File: src/rtl/rv32_ctrl_pkg.sv
// Shared encodings for the multi-cycle RV32I control path: FSM states,
// opcodes, ALU_OP codes and datapath mux selects.
package rv32_ctrl_pkg;

    typedef enum logic [3:0] {
        S_IDLE     = 4'd0,
        S_FETCH    = 4'd1,
        S_DECODE   = 4'd2,
        S_MEMADR   = 4'd3,
        S_MEMREAD  = 4'd4,
        S_MEMWB    = 4'd5,
        S_MEMWRITE = 4'd6,
        S_EXECR    = 4'd7,
        S_EXECI    = 4'd8,
        S_ALUWB    = 4'd9,
        S_BRANCH   = 4'd10,
        S_JAL      = 4'd11,
        S_TRAP     = 4'd12
    } state_t;

    localparam logic [6:0] OP_LOAD   = 7'b0000011;
    localparam logic [6:0] OP_STORE  = 7'b0100011;
    localparam logic [6:0] OP_RTYPE  = 7'b0110011;
    localparam logic [6:0] OP_ITYPE  = 7'b0010011;
    localparam logic [6:0] OP_BRANCH = 7'b1100011;
    localparam logic [6:0] OP_JAL    = 7'b1101111;

    localparam logic [2:0] F3_BEQ = 3'b000;
    localparam logic [2:0] F3_BNE = 3'b001;
    localparam logic [2:0] F3_BLT = 3'b100;

    localparam logic [1:0] ALUOP_ADD    = 2'b00;
    localparam logic [1:0] ALUOP_BRANCH = 2'b01;
    localparam logic [1:0] ALUOP_FUNCT  = 2'b10;

    localparam logic [1:0] SRCA_PC    = 2'b00;
    localparam logic [1:0] SRCA_OLDPC = 2'b01;
    localparam logic [1:0] SRCA_RS1   = 2'b10;

    localparam logic [1:0] SRCB_RS2  = 2'b00;
    localparam logic [1:0] SRCB_IMM  = 2'b01;
    localparam logic [1:0] SRCB_FOUR = 2'b10;

    localparam logic [1:0] RES_ALUOUT = 2'b00;
    localparam logic [1:0] RES_DATA   = 2'b01;
    localparam logic [1:0] RES_ALU    = 2'b10;

    // Opcode dispatch out of DECODE; anything unrecognised traps.
    function automatic state_t decode_next(input logic [6:0] opcode);
        case (opcode)
            OP_LOAD, OP_STORE: decode_next = S_MEMADR;
            OP_RTYPE:          decode_next = S_EXECR;
            OP_ITYPE:          decode_next = S_EXECI;
            OP_BRANCH:         decode_next = S_BRANCH;
            OP_JAL:            decode_next = S_JAL;
            default:           decode_next = S_TRAP;
        endcase
    endfunction

endpackage

File: src/rtl/branch_resolve.sv
// Branch decision from funct3 and the registered ALU flags (BEQ/BNE/BLT only).
module branch_resolve
    import rv32_ctrl_pkg::*;
(
    input  logic [2:0] funct3,
    input  logic       zero,
    input  logic       lt,
    output logic       taken
);

    always_comb begin
        taken = 1'b0;
        case (funct3)
            F3_BEQ:  taken = zero;
            F3_BNE:  taken = ~zero;
            F3_BLT:  taken = lt;
            default: taken = 1'b0;
        endcase
    end

endmodule

File: src/rtl/multicycle_control_fsm.sv
// Multi-cycle RV32I main control sequencer: steps FETCH..WRITEBACK over a
// shared ALU and unified memory port with a variable-latency handshake.
module multicycle_control_fsm
    import rv32_ctrl_pkg::*;
#(
    parameter int unsigned RESET_PC_HOLD = 1,
    parameter int unsigned TRAP_STICKY   = 1
) (
    input  logic       clk,
    input  logic       rst,
    input  logic [6:0] op,
    input  logic [2:0] funct3,
    input  logic       zero,
    input  logic       lt,
    input  logic       mem_ready,
    output logic       mem_req,
    output logic       mem_write,
    output logic       adr_src,
    output logic       ir_write,
    output logic       pc_write,
    output logic       reg_write,
    output logic [1:0] alu_src_a,
    output logic [1:0] alu_src_b,
    output logic [1:0] result_src,
    output logic [1:0] ALU_OP,
    output logic       illegal_instr,
    output logic [3:0] state_dbg
);

    state_t     state_reg, state_next;
    logic [3:0] hold_reg, hold_next;
    logic       taken;

    branch_resolve u_branch_resolve (
        .funct3 (funct3),
        .zero   (zero),
        .lt     (lt),
        .taken  (taken)
    );

    always_ff @(posedge clk or negedge rst) begin
        if (!rst) begin
            state_reg <= S_IDLE;
            hold_reg  <= 4'(RESET_PC_HOLD);
        end else begin
            state_reg <= state_next;
            hold_reg  <= hold_next;
        end
    end

    always_comb begin
        state_next    = state_reg;
        hold_next     = hold_reg;
        mem_req       = 1'b0;
        mem_write     = 1'b0;
        adr_src       = 1'b0;
        ir_write      = 1'b0;
        pc_write      = 1'b0;
        reg_write     = 1'b0;
        alu_src_a     = SRCA_PC;
        alu_src_b     = SRCB_RS2;
        result_src    = RES_ALUOUT;
        ALU_OP        = ALUOP_ADD;
        illegal_instr = 1'b0;

        case (state_reg)
            S_IDLE: begin
                // Leaving on the decrement that reaches zero gives exactly
                // RESET_PC_HOLD cycles between reset release and FETCH.
                hold_next = hold_reg - 4'd1;
                if (hold_reg <= 4'd1) state_next = S_FETCH;
            end
            S_FETCH: begin
                mem_req    = 1'b1;
                alu_src_b  = SRCB_FOUR;
                result_src = RES_ALU;
                if (mem_ready) begin
                    ir_write   = 1'b1;
                    pc_write   = 1'b1;
                    state_next = S_DECODE;
                end
            end
            S_DECODE: begin
                alu_src_a  = SRCA_OLDPC;
                alu_src_b  = SRCB_IMM;
                state_next = decode_next(op);
            end
            S_MEMADR: begin
                alu_src_a  = SRCA_RS1;
                alu_src_b  = SRCB_IMM;
                state_next = (op == OP_STORE) ? S_MEMWRITE : S_MEMREAD;
            end
            S_MEMREAD: begin
                mem_req = 1'b1;
                adr_src = 1'b1;
                if (mem_ready) state_next = S_MEMWB;
            end
            S_MEMWB: begin
                result_src = RES_DATA;
                reg_write  = 1'b1;
                state_next = S_FETCH;
            end
            S_MEMWRITE: begin
                mem_req   = 1'b1;
                mem_write = 1'b1;
                adr_src   = 1'b1;
                if (mem_ready) state_next = S_FETCH;
            end
            S_EXECR: begin
                alu_src_a  = SRCA_RS1;
                alu_src_b  = SRCB_RS2;
                ALU_OP     = ALUOP_FUNCT;
                state_next = S_ALUWB;
            end
            S_EXECI: begin
                alu_src_a  = SRCA_RS1;
                alu_src_b  = SRCB_IMM;
                ALU_OP     = ALUOP_FUNCT;
                state_next = S_ALUWB;
            end
            S_ALUWB: begin
                reg_write  = 1'b1;
                state_next = S_FETCH;
            end
            S_BRANCH: begin
                alu_src_a  = SRCA_RS1;
                alu_src_b  = SRCB_RS2;
                ALU_OP     = ALUOP_BRANCH;
                pc_write   = taken;
                state_next = S_FETCH;
            end
            S_JAL: begin
                // Target was precomputed in DECODE; the ALU now forms the link.
                alu_src_a  = SRCA_OLDPC;
                alu_src_b  = SRCB_FOUR;
                pc_write   = 1'b1;
                reg_write  = 1'b1;
                state_next = S_FETCH;
            end
            S_TRAP: begin
                illegal_instr = 1'b1;
                if (TRAP_STICKY == 0) state_next = S_FETCH;
            end
            default: state_next = S_IDLE;
        endcase
    end

    assign state_dbg = state_reg;

endmodule

File: config.mk
export PLATFORM = sky130hd
export DESIGN_NAME = multicycle_control_fsm
export DESIGN_NICKNAME = d
export VERILOG_FILES = /design/src/rtl/rv32_ctrl_pkg.sv /design/src/rtl/branch_resolve.sv /design/src/rtl/multicycle_control_fsm.sv
export SDC_FILE = /design/constraint.sdc
export NUM_CORES = 1
export LEC_CHECK = 0
export BUFFER_PORTS_ARGS = -buffer_cell sky130_fd_sc_hd__buf_2
export CAP_MARGIN = 20
export CORE_MARGIN = 2
export CORE_UTILIZATION = 30
export CTS_CLUSTER_DIAMETER = 30
export DETAILED_ROUTE_END_ITERATION = 16
export GPL_TIMING_DRIVEN = 0
export PLACE_DENSITY = 0.54
export SLEW_MARGIN = 30
export SYNTH_ARGS = -nofsm -noshare
export SYNTH_HDL_FRONTEND = slang
export SYNTH_SLANG_ARGS = --single-unit
File: constraint.sdc
create_clock -name clk -period 1.3 [get_ports clk]
set_clock_uncertainty 0.1 [all_clocks]
set_input_delay 0.065 -clock clk [delete_from_list [all_inputs] [get_ports clk]]
set_output_delay 0.065 -clock clk [all_outputs]
set_load 0.05 [all_outputs]
=== Word-level counts from Yosys, hierarchy flattened ===
Cells that the tools add are included.

* Bits in registers: 8
* Bits of input ports: 15
* Output and inout bits: 19
* Word-level logic and storage cells: 63

* Add/sub/neg operators: 1
* Order comparisons: 1
* Equality and inequality tests: 24
* Multiplexer cells: 20
* Bitwise operators: 2
* Reductions and logical operators: 13

{| class="wikitable"
|+ Operators by type and width
! operator !! count
|-
| $pmux W4 S9 || 1
|-
| $eq A4 B4 Y1 const B || 5
|-
| $pmux W4 S5 || 1
|-
| $eq A4 B3 Y1 const B || 4
|-
| $mux W4 || 4
|-
| $pmux W2 S2 || 4
|-
| $eq A7 B6 Y1 const B || 2
|-
| $eq A7 B7 Y1 const B || 2
|-
| $reduce_or A2 Y1 || 5
|-
| $reduce_or A3 Y1 || 3
|-
| $eq A4 B2 Y1 const B || 2
|-
| $ne A2 B2 Y1 const B || 4
|-
| $reduce_or A4 Y1 || 2
|-
| $eq A7 B2 Y1 const B || 1
|-
| $eq A7 B5 Y1 const B || 1
|-
| $mux W1 || 7
|-
| $pmux W1 S3 || 2
|-
| $reduce_and A5 Y1 || 1
|-
| $eq A4 B1 Y1 const B || 1
|-
| $le A4 B1 Y1 const B || 1
|-
| $logic_not A4 Y1 || 1
|-
| $sub A4 B1 Y4 const B || 1
|-
| $eq A3 B1 Y1 const B || 1
|-
| $eq A3 B3 Y1 const B || 1
|-
| 3 further kinds || 4
|}

=== Depth between registers and ports, before layout ===
Gate-level depths: netlist (run 1).

* Depth after elaboration: 4
* Depth in mapped cells: 6
* Depth with buffers taken out: 6

=== Cells and area by module ===
A second synthesis (run 1) with hierarchy kept.

* Cell total of the unflattened synthesis: 103
* Area total of the unflattened synthesis: 782.0 sq um

{| class="wikitable"
|+ By module, submodules not included
! module !! instances !! cells each !! area an instance (sq um) !! seq. area each (sq um)
|-
| multicycle_control_fsm || 1 || 99 || 748.2 || 201.4
|-
| branch_resolve || 1 || 4 || 33.8 || 0.0
|}

=== Least setup slack after synthesis (run 1) ===
Ideal clock, no wire load.

* Kind: register to output
* Start: reg state_reg[0] (netlist: state_dbg[0])
* End: out ir_write
* Arrival: 2.561 ns
* Path slack: -1.426 ns
* Stages on the path, launching flop included: 5
* Buffers on the path: 1
* Cell sequence: dfrtp_1 buf_6 nand2b_1 nor3_1 and2_1

* Longest elaborated chain between the ends: 2

{| class="wikitable"
|+ Ends and longest elaborated chain
! element !! line !! source
|-
| start: declaration || multicycle_control_fsm.sv:30 || <nowiki>state_t state_reg, state_next;</nowiki>
|-
| start signal: assignment || multicycle_control_fsm.sv:46 || <nowiki>state_reg <= state_next;</nowiki>
|-
| $eq A4 B1 Y1 || multicycle_control_fsm.sv:66 || <nowiki>case (state_reg)</nowiki>
|-
| $mux W1 || multicycle_control_fsm.sv:66 ||
|-
| end: declaration || multicycle_control_fsm.sv:19 || <nowiki>output logic ir_write,</nowiki>
|}

Every way passes these cells.

=== Worst setup path in the final report (run 1) ===
* Start: reg state_reg[2] (netlist: state_dbg[2])
* End: out pc_write

* Longest elaborated chain between the ends: 2

{| class="wikitable"
|+ Ends and longest elaborated chain
! element !! line !! source
|-
| $eq A4 B4 Y1 or $eq A4 B1 Y1 (tied branches) || multicycle_control_fsm.sv:66 ||
|-
| $pmux W1 S3 (*) || multicycle_control_fsm.sv:66 ||
|-
| end: declaration || multicycle_control_fsm.sv:20 || <nowiki>output logic pc_write,</nowiki>
|}

Every way passes the cells marked *; elsewhere a longest branch is shown, timed or not.

==> run_results.csv, run 1 <==
group,metric,value,unit
worst_setup_path,r2r_cells,6,
finish,nFillCells,154,
place,place_congestion,0.761,
timing,finalCritPeriodShare,138,%
cts,clkTransAtPathRegs,0.06,ns
pwr,vdd_drop_max,1810,uV
detailed_routing,wire_per_inst,17.2,um
finish,final_cell_mix,"buf_6, buf_2, buf_4",
timing,tightestPinTransition,0.416,ns
place,pre_cts_slack,-0.425,ns
die,coreArea,2430,sq um
synthesis,synth-edff-count,0,
pwr,seq_power_share,11.9,%
finish,finalNetCount,191,
run,max-cap-violations,0,
die,ios,34,
worst_setup_path,arrival,1.62,ns
timing,fin_ws,-0.488,ns
synthesis,syn_inst,101,
finish,multi_input_area,788,sq um
synthesis,syn_nets,118,
finish,final_layout_size_suffix_gt1_share,68.2,%
detailed_routing,drc,0,
detailed_routing,first_pass_iters,4,
synthesis,ys_ff_latch,8,
die,dieArea,2950,sq um
die,dieWidth,54.3,um
pwr,p_int,2.42,mW
pwr,p_sw_share,50.3,%
finish,layout-area-overhead-vs-synth,139,%
die,die_y,54.3,um
worst_setup_path,cp_max_fo,2,
worst_setup_path,crit_family,"simple AND/OR/NAND/NOR gates",
detailed_routing,wl,3490,um
hold_path,holdCritPathClass,"in -> async",
cts,cts-root-buf,"clkbuf_4",
detailed_routing,drt_iter0_markers,14,
worst_setup_path,cp.required,1.13,ns
detailed_routing,num_vias,1043,
pwr,leakagePower,0.792,nW
cts,insertion_delay,0.27,ns
finish,final-seq-area,206,sq um
worst_setup_path,path_buf_inv,2,
global_route,grt_max_degree,11,
worst_setup_path,crit_chain,"buf_8 > nand2b_4 > or3_4 > o22ai_4 > buf_6",
finish,stdcell_count,203,
cts,cts_made_buffers,3,
place,dpl-instance-area,1100,sq um
worst_setup_path,crit_path_max_incr_delay,0.43,ns
place,dp.final_hpwl,1600,um
worst_setup_path,crit_type,"reg -> out",
timing,maxSlewHeadroom,72.0,%
global_route,grt.overflow.total,0,
global_route,grt_pass1_wl,4400,um
worst_setup_path,cp_slowest_cell,"dfrtp_2",
worst_setup_path,worst_setup_path_start_kind,"register",
finish,final_util,74.5,%
timing,min_period,1.79,ns
cts,htreeDepth,1,
cts,cts_sinks,8,
pwr,combPwrFrac,83.7,%
place,port_buffers,33,
worst_setup_path,worstReg2RegStart,"state_dbg[3]",
pwr,power_frac_clock,4.5,%
synthesis,postSynthAreaPerCell,7.52,sq um
outcome,status,"finished, violations left",
global_route,grt_use_total,21.0,%
finish,diodes,0,
timing,hold_viol,0,
worst_setup_path,rr_endpoint,"state_dbg[1]",
timing,rsz0062_at_grt,"true",
detailed_routing,ant_nets,0,
pwr,p_sw,2.45,mW
synthesis,mappedNetlistArea,759,sq um
outcome,violations,"setup timing",
timing,final_max_slew_viol_count,0,
synthesis,yosys_warnings,0,
worst_setup_path,cp-end-kind,"output pin",
timing,finalSetupViolCount,23,
synthesis,synth_ff_type,"dfrtp_1",
synthesis,ys_types,40,
timing,setup_tns,-7.80,ns
finish,final_common_cell,"buf_6",
die,rows,18,
cts,cts_tree,"yes",
global_route,grt_pass1_vias,942,
synthesis,async_flop_share,100,%
place,dp_cells,164,
global_route,antenna_found_initial,0,
die,initial_core_util,31.2,%
cts,clock_path_buffers,2,
synthesis,ys_seq_area_share,26.5,%
timing,fmax,0.559,GHz
detailed_routing,vias_per_cell,5.14,
worst_setup_path,reg2reg_slack,-0.39,ns
pwr,power_density,2690,nW/um^2
finish,stdcell_area,1810,sq um
[cells in the mapped netlist, types with 2 or more instances]
| library cell | number | area (sq um) |
|---|---|---|
| a21oi_1 | 4 | 20.0 |
| a31oi_1 | 2 | 12.5 |
| and2_1 | 2 | 12.5 |
| clkbuf_1 | 3 | 11.3 |
| dfrtp_1 | 7 | 175 |
| ha_1 | 2 | 25.0 |
| inv_1 | 4 | 15.0 |
| nand2_1 | 6 | 22.5 |
| nand2b_1 | 6 | 37.5 |
| nor2_1 | 14 | 52.6 |
| nor2b_1 | 3 | 18.8 |
| nor3_1 | 5 | 25.0 |
| nor3b_1 | 2 | 15.0 |
| o21ai_0 | 8 | 40.0 |
| o22ai_1 | 3 | 18.8 |
| or3_1 | 4 | 25.0 |
| xnor2_1 | 2 | 17.5 |
| xor2_1 | 2 | 17.5 |
[cell type report]
class	count	area share (%)
tap	30	2.07
inverter	4	0.829
sequential	8	11.4
multi-input combinational	84	43.5
buffer	4	3.87
timing repair buffer	69	36.9
clock buffer	4	1.45
[worst register-to-register path, cell delays in order (launching register included)]
cell and delay (ns):
dfrtp_2 0.48, buf_6 0.15, buf_6 0.12, nor2_4 0.16, nand2b_4 0.07, or3_1 0.37
a31oi_1 0.17
[timing repair]
action	4_1_cts	5_1_grt
pin swaps	12	14
hold endpoints to repair	8	0
hold buffers	1	0
resized for setup	80	29
setup endpoints to repair	23	24
buffers inserted	26	11
[stage by stage]
stage	total power [mW]	hold slack (ns)
final	4.87	0.0583
after global routing	5.05	0.0757
after CTS	4.18	0.0750
after detailed placement	2.79	-0.185
after global placement	2.77	-0.186
after floorplan	2.37	-0.331
[logic make-up (layout without fill, tap and decap cells)]
group | Yosys count | count (layout) | share of synthesized area, %
and+or+nand+nor | 53 | 53 | 38.9
AOI/OAI and AO/OA | 23 | 23 | 18.5
buffers and inverters | 9 | 81 | 5.60
DFF | 8 | 8 | 26.5
xor gates and xnor gates | 4 | 4 | 4.61
adders and majority gates | 3 | 3 | 4.61
muxes | 1 | 1 | 1.32
[how the worst max path moves through the flow]
stage | to | cells after the start | slack, ns | from
finish | pc_write | 5 | -0.49 | state_dbg[2]
global route | pc_write | 4 | -0.52 | state_dbg[0]
CTS | pc_write | 5 | -0.46 | state_dbg[2]
detailed placement | hold_reg[3] | 4 | -0.42 | state_dbg[3]
global placement | hold_reg[3] | 4 | -0.44 | state_dbg[3]
floorplan | ir_write | 4 | -0.45 | state_dbg[0]
[power by group through the flow]
stage | combinational (mW) | clock, mW | sequential (mW)
after global routing | 4.23 | 0.230 | 0.586
after global placement | 2.25 | 0 | 0.524
final | 4.07 | 0.217 | 0.579
after detailed placement | 2.26 | 0 | 0.529
after CTS | 3.44 | 0.210 | 0.529
after floorplan | 1.71 | 0 | 0.657
[layer usage]
metal | vias to the layer above | routed length (um) | global-route usage (%)
met5 | - | 0 | 0
met4 | 0 | 0 | 2.92
met3 | 0 | 173 | 4.10
met2 | 36 | 1790 | 36.3
met1 | 504 | 1530 | 27.5
li1 | 503 | - | -
Power figures use the tool's default switching activity.
==> run 2, diff against run 1 <==
--- a/config.mk
+++ b/config.mk
@@ -5,14 +5,15 @@
 export SDC_FILE = /design/constraint.sdc
 export NUM_CORES = 1
 export LEC_CHECK = 0
+export ABC_AREA = 1
 export BUFFER_PORTS_ARGS = -buffer_cell sky130_fd_sc_hd__buf_2
 export CAP_MARGIN = 20
 export CORE_MARGIN = 2
-export CORE_UTILIZATION = 30
+export CORE_UTILIZATION = 41
 export CTS_CLUSTER_DIAMETER = 30
 export DETAILED_ROUTE_END_ITERATION = 16
 export GPL_TIMING_DRIVEN = 0
-export PLACE_DENSITY = 0.54
+export PLACE_DENSITY = 0.71
 export SLEW_MARGIN = 30
 export SYNTH_ARGS = -nofsm -noshare
 export SYNTH_HDL_FRONTEND = slang
==> run 2 against run 1 <==
The flow still finishes with violations (setup timing). Final area down 20%. Global-route usage rose by 7.5 points. Die area shrank 26%. Worst setup slack better by 0.12 ns. Critical path depth unchanged. Power decreased by 7.8%. Sequential share of layout area increased by 2.9 points. Routed wire length is 1.4% higher. Count of clock-buffer cells in the layout stayed put. Critical path type unchanged. Largest power group unchanged. Highest routed layer is now met4.
==> run_results.csv, run 2 <==
group,metric,value,unit
run,max-cap-violations,0,
place,pre_cts_slack,-0.452,ns
detailed_routing,wire_per_inst,18.2,um
die,ios,34,
hold_path,hp-start,"mem_ready",
synthesis,synth.most_common_cell,"nand2_1",
finish,diodes,0,
synthesis,synth_adder_area_share,3.35,%
timing,finalSetupViolCount,21,
cts,insertion_delay,0.27,ns
worst_setup_path,reg2reg_slack,-0.35,ns
place,port_buffers,33,
synthesis,yosysTopAreaCell,"dfrtp_1",
outcome,status,"finished, violations left",
synthesis,synth-compound-area-share,9.05,%
worst_setup_path,arrival,1.50,ns
synthesis,synth_top_area_share,23.5,%
detailed_routing,drt_iter0_markers,58,
finish,final_common_cell,"nand2_1",
synthesis,synth-edff-count,0,
cts,cts_tree,"yes",
cts,htreeDepth,1,
die,dieWidth,46.7,um
worst_setup_path,cp-end-kind,"output pin",
synthesis,muxShareOfSynthArea,0,%
pwr,p_int,1.91,mW
global_route,grt.overflow.total,0,
pwr,leakagePower,0.714,nW
timing,maxSlewHeadroom,80.7,%
cts,clock_path_buffers,2,
timing,fmax,0.601,GHz
hold_path,whs_path_depth,4,
finish,nFillCells,100,
synthesis,async_flop_share,100,%
place,dp.final_hpwl,1480,um
place,place_congestion,0.845,
pwr,vdd_drop_max,1750,uV
detailed_routing,num_vias,1088,
die,die_y,46.7,um
global_route,antenna_found_initial,0,
synthesis,synthTopCellsByCount,"nand2_1, inv_1, nor2_1, dfrtp_1",
hold_path,holdCritPathClass,"in -> reg",
timing,hold_viol,0,
pwr,combPwrFrac,81.9,%
global_route,grt_pass1_vias,949,
hold_path,hold_end,"state_dbg[0]",
synthesis,ys_types,26,
worst_setup_path,r2r_cells,9,
detailed_routing,drc,0,
worst_setup_path,cp.required,1.13,ns
synthesis,synth-xor-area-share,3.52,%
finish,final-seq-area,206,sq um
synthesis,syn_nets,131,
synthesis,postSynthAreaPerCell,6.55,sq um
worst_setup_path,cp_max_fo,4,
cts,clkTransAtPathRegs,0.07,ns
die,dieArea,2180,sq um
detailed_routing,wl,3540,um
synthesis,netlist_top_cells_area,"dfrtp_1, nand2_1, inv_1, nor2_1, nand3b_1",
pwr,p_sw_share,57.5,%
pwr,power_density,3110,nW/um^2
timing,finalCritPeriodShare,128,%
die,initial_core_util,43.3,%
synthesis,syn_inst,114,
timing,min_period,1.66,ns
global_route,grt_pass1_wl,4240,um
synthesis,ys_ff_latch,8,
pwr,power_frac_clock,4.9,%
die,rows,15,
synthesis,ys_seq_area_share,27.0,%
pwr,seq_power_share,13.2,%
worst_setup_path,worstReg2RegStart,"hold_reg[1]",
die,coreArea,1730,sq um
finish,multi_input_area,642,sq um
synthesis,synth-simple-area-share,46.9,%
cts,cts_made_buffers,3,
finish,final_util,83.8,%
worst_setup_path,crit_type,"reg -> out",
cts,cts_sinks,8,
finish,layout-area-overhead-vs-synth,93.6,%
global_route,grt_use_total,28.5,%
worst_setup_path,worst_setup_path_start_kind,"register",
finish,final_cell_mix,"nand2_1, buf_2, buf_4",
outcome,violations,"setup timing",
pwr,p_sw,2.58,mW
finish,final_layout_size_suffix_gt1_share,60.6,%
timing,rsz0062_at_grt,"true",
synthesis,synth_ff_type,"dfrtp_1",
finish,finalNetCount,188,
timing,final_max_slew_viol_count,0,
timing,fin_ws,-0.365,ns
detailed_routing,ant_nets,0,
worst_setup_path,rr_endpoint,"state_dbg[2]",
synthesis,mappedNetlistArea,747,sq um
synthesis,yosys_warnings,0,
synthesis,synth_top_family_by_area,"simple AND/OR/NAND/NOR gates",
cts,cts-root-buf,"clkbuf_4",
detailed_routing,vias_per_cell,5.58,
global_route,grt_max_degree,9,
detailed_routing,first_pass_iters,4,
timing,tightestPinTransition,0.290,ns
run 2: cell count changes after synthesis, moves of 4 or more:
cell,previous run,this run
nand2b_1,6,0
inv_1,4,15
nand2_1,6,33
nand2_2,0,4
nand3_1,1,5
or3_1,4,0
nor3_1,5,1
run 2: worst max-delay path by stage:
stage            startpoint      endpoint  slack (ns)  depth (start not counted)
4_1_cts        state_dbg[2]      pc_write       -0.28                          7
3_5_place_dp    hold_reg[0]  state_dbg[1]       -0.45                          9
2_1_floorplan  state_dbg[3]      pc_write       -0.71                          6
3_3_place_gp    hold_reg[0]  state_dbg[1]       -0.45                          9
5_1_grt         hold_reg[1]  state_dbg[0]       -0.41                          9
6_report       state_dbg[1]  alu_src_a[1]       -0.36                          5
run 2: final cells by class:
type,instances,area share [%]
tap,25,2.16
inverter,19,6.06
timing repair buffer,52,31.3
clock buffer,4,1.82
sequential,8,14.3
multi-input combinational,87,44.4
run 2: power by group through the flow:
stage | combinational [mW] | sequential, mW | clock, mW
2_1_floorplan | 1.61 | 0.698 | 0
3_3_place_gp | 2.16 | 0.546 | 0
3_5_place_dp | 2.18 | 0.551 | 0
4_1_cts | 3.14 | 0.549 | 0.210
5_1_grt | 3.83 | 0.602 | 0.234
6_report | 3.68 | 0.595 | 0.220
run 2: cell families after synthesis:
group | count (synthesis)
AOI/OAI and AO/OA | 12
and+or+nand+nor | 70
adders and majority gates | 2
DFF | 8
xor gates and xnor gates | 3
buffers and inverters | 19
run 2: routing by layer:
| layer | vias to the layer above | part of all wire (%) | GRT usage [%] |
|---|---|---|---|
| li1 | 471 | - | - |
| met1 | 503 | 35 | 29.7 |
| met2 | 89 | 49 | 54.4 |
| met3 | 25 | 10 | 8.24 |
| met4 | 0 | 6.1 | 7.78 |
| met5 | - | 0 | 0 |
run 2: repair_timing:
action / in CTS / in global routing
endpoints found under the hold margin: 8 / 0
resized for setup: 57 / 21
setup buffers: 15 / 3
pin swaps: 16 / 8
setup endpoints to repair: 18 / 23
hold buffers: 1 / 0
run 2: critical path, cell delays in order (launching register included):
cell      delay [ns]
dfrtp_2         0.46
buf_4           0.17
nand2_4         0.13
nor2_4          0.06
nand3b_1        0.22
buf_6           0.19
run 2: through the flow:
| step | hold slack [ns] | std cells | total power [mW] | setup TNS [ns] | instance area (sq um) |
|---|---|---|---|---|---|
| after floorplan | -0.331 | 114 | 2.31 | -5.34 | 795 |
| after global placement | -0.191 | 172 | 2.70 | -1.83 | 991 |
| after detailed placement | -0.181 | 172 | 2.73 | -1.94 | 991 |
| after CTS | 0.0223 | 192 | 3.90 | -3.76 | 1350 |
| after global routing | 0.0804 | 195 | 4.66 | -6.17 | 1450 |
| final | 0.0631 | 195 | 4.49 | -5.42 | 1450 |
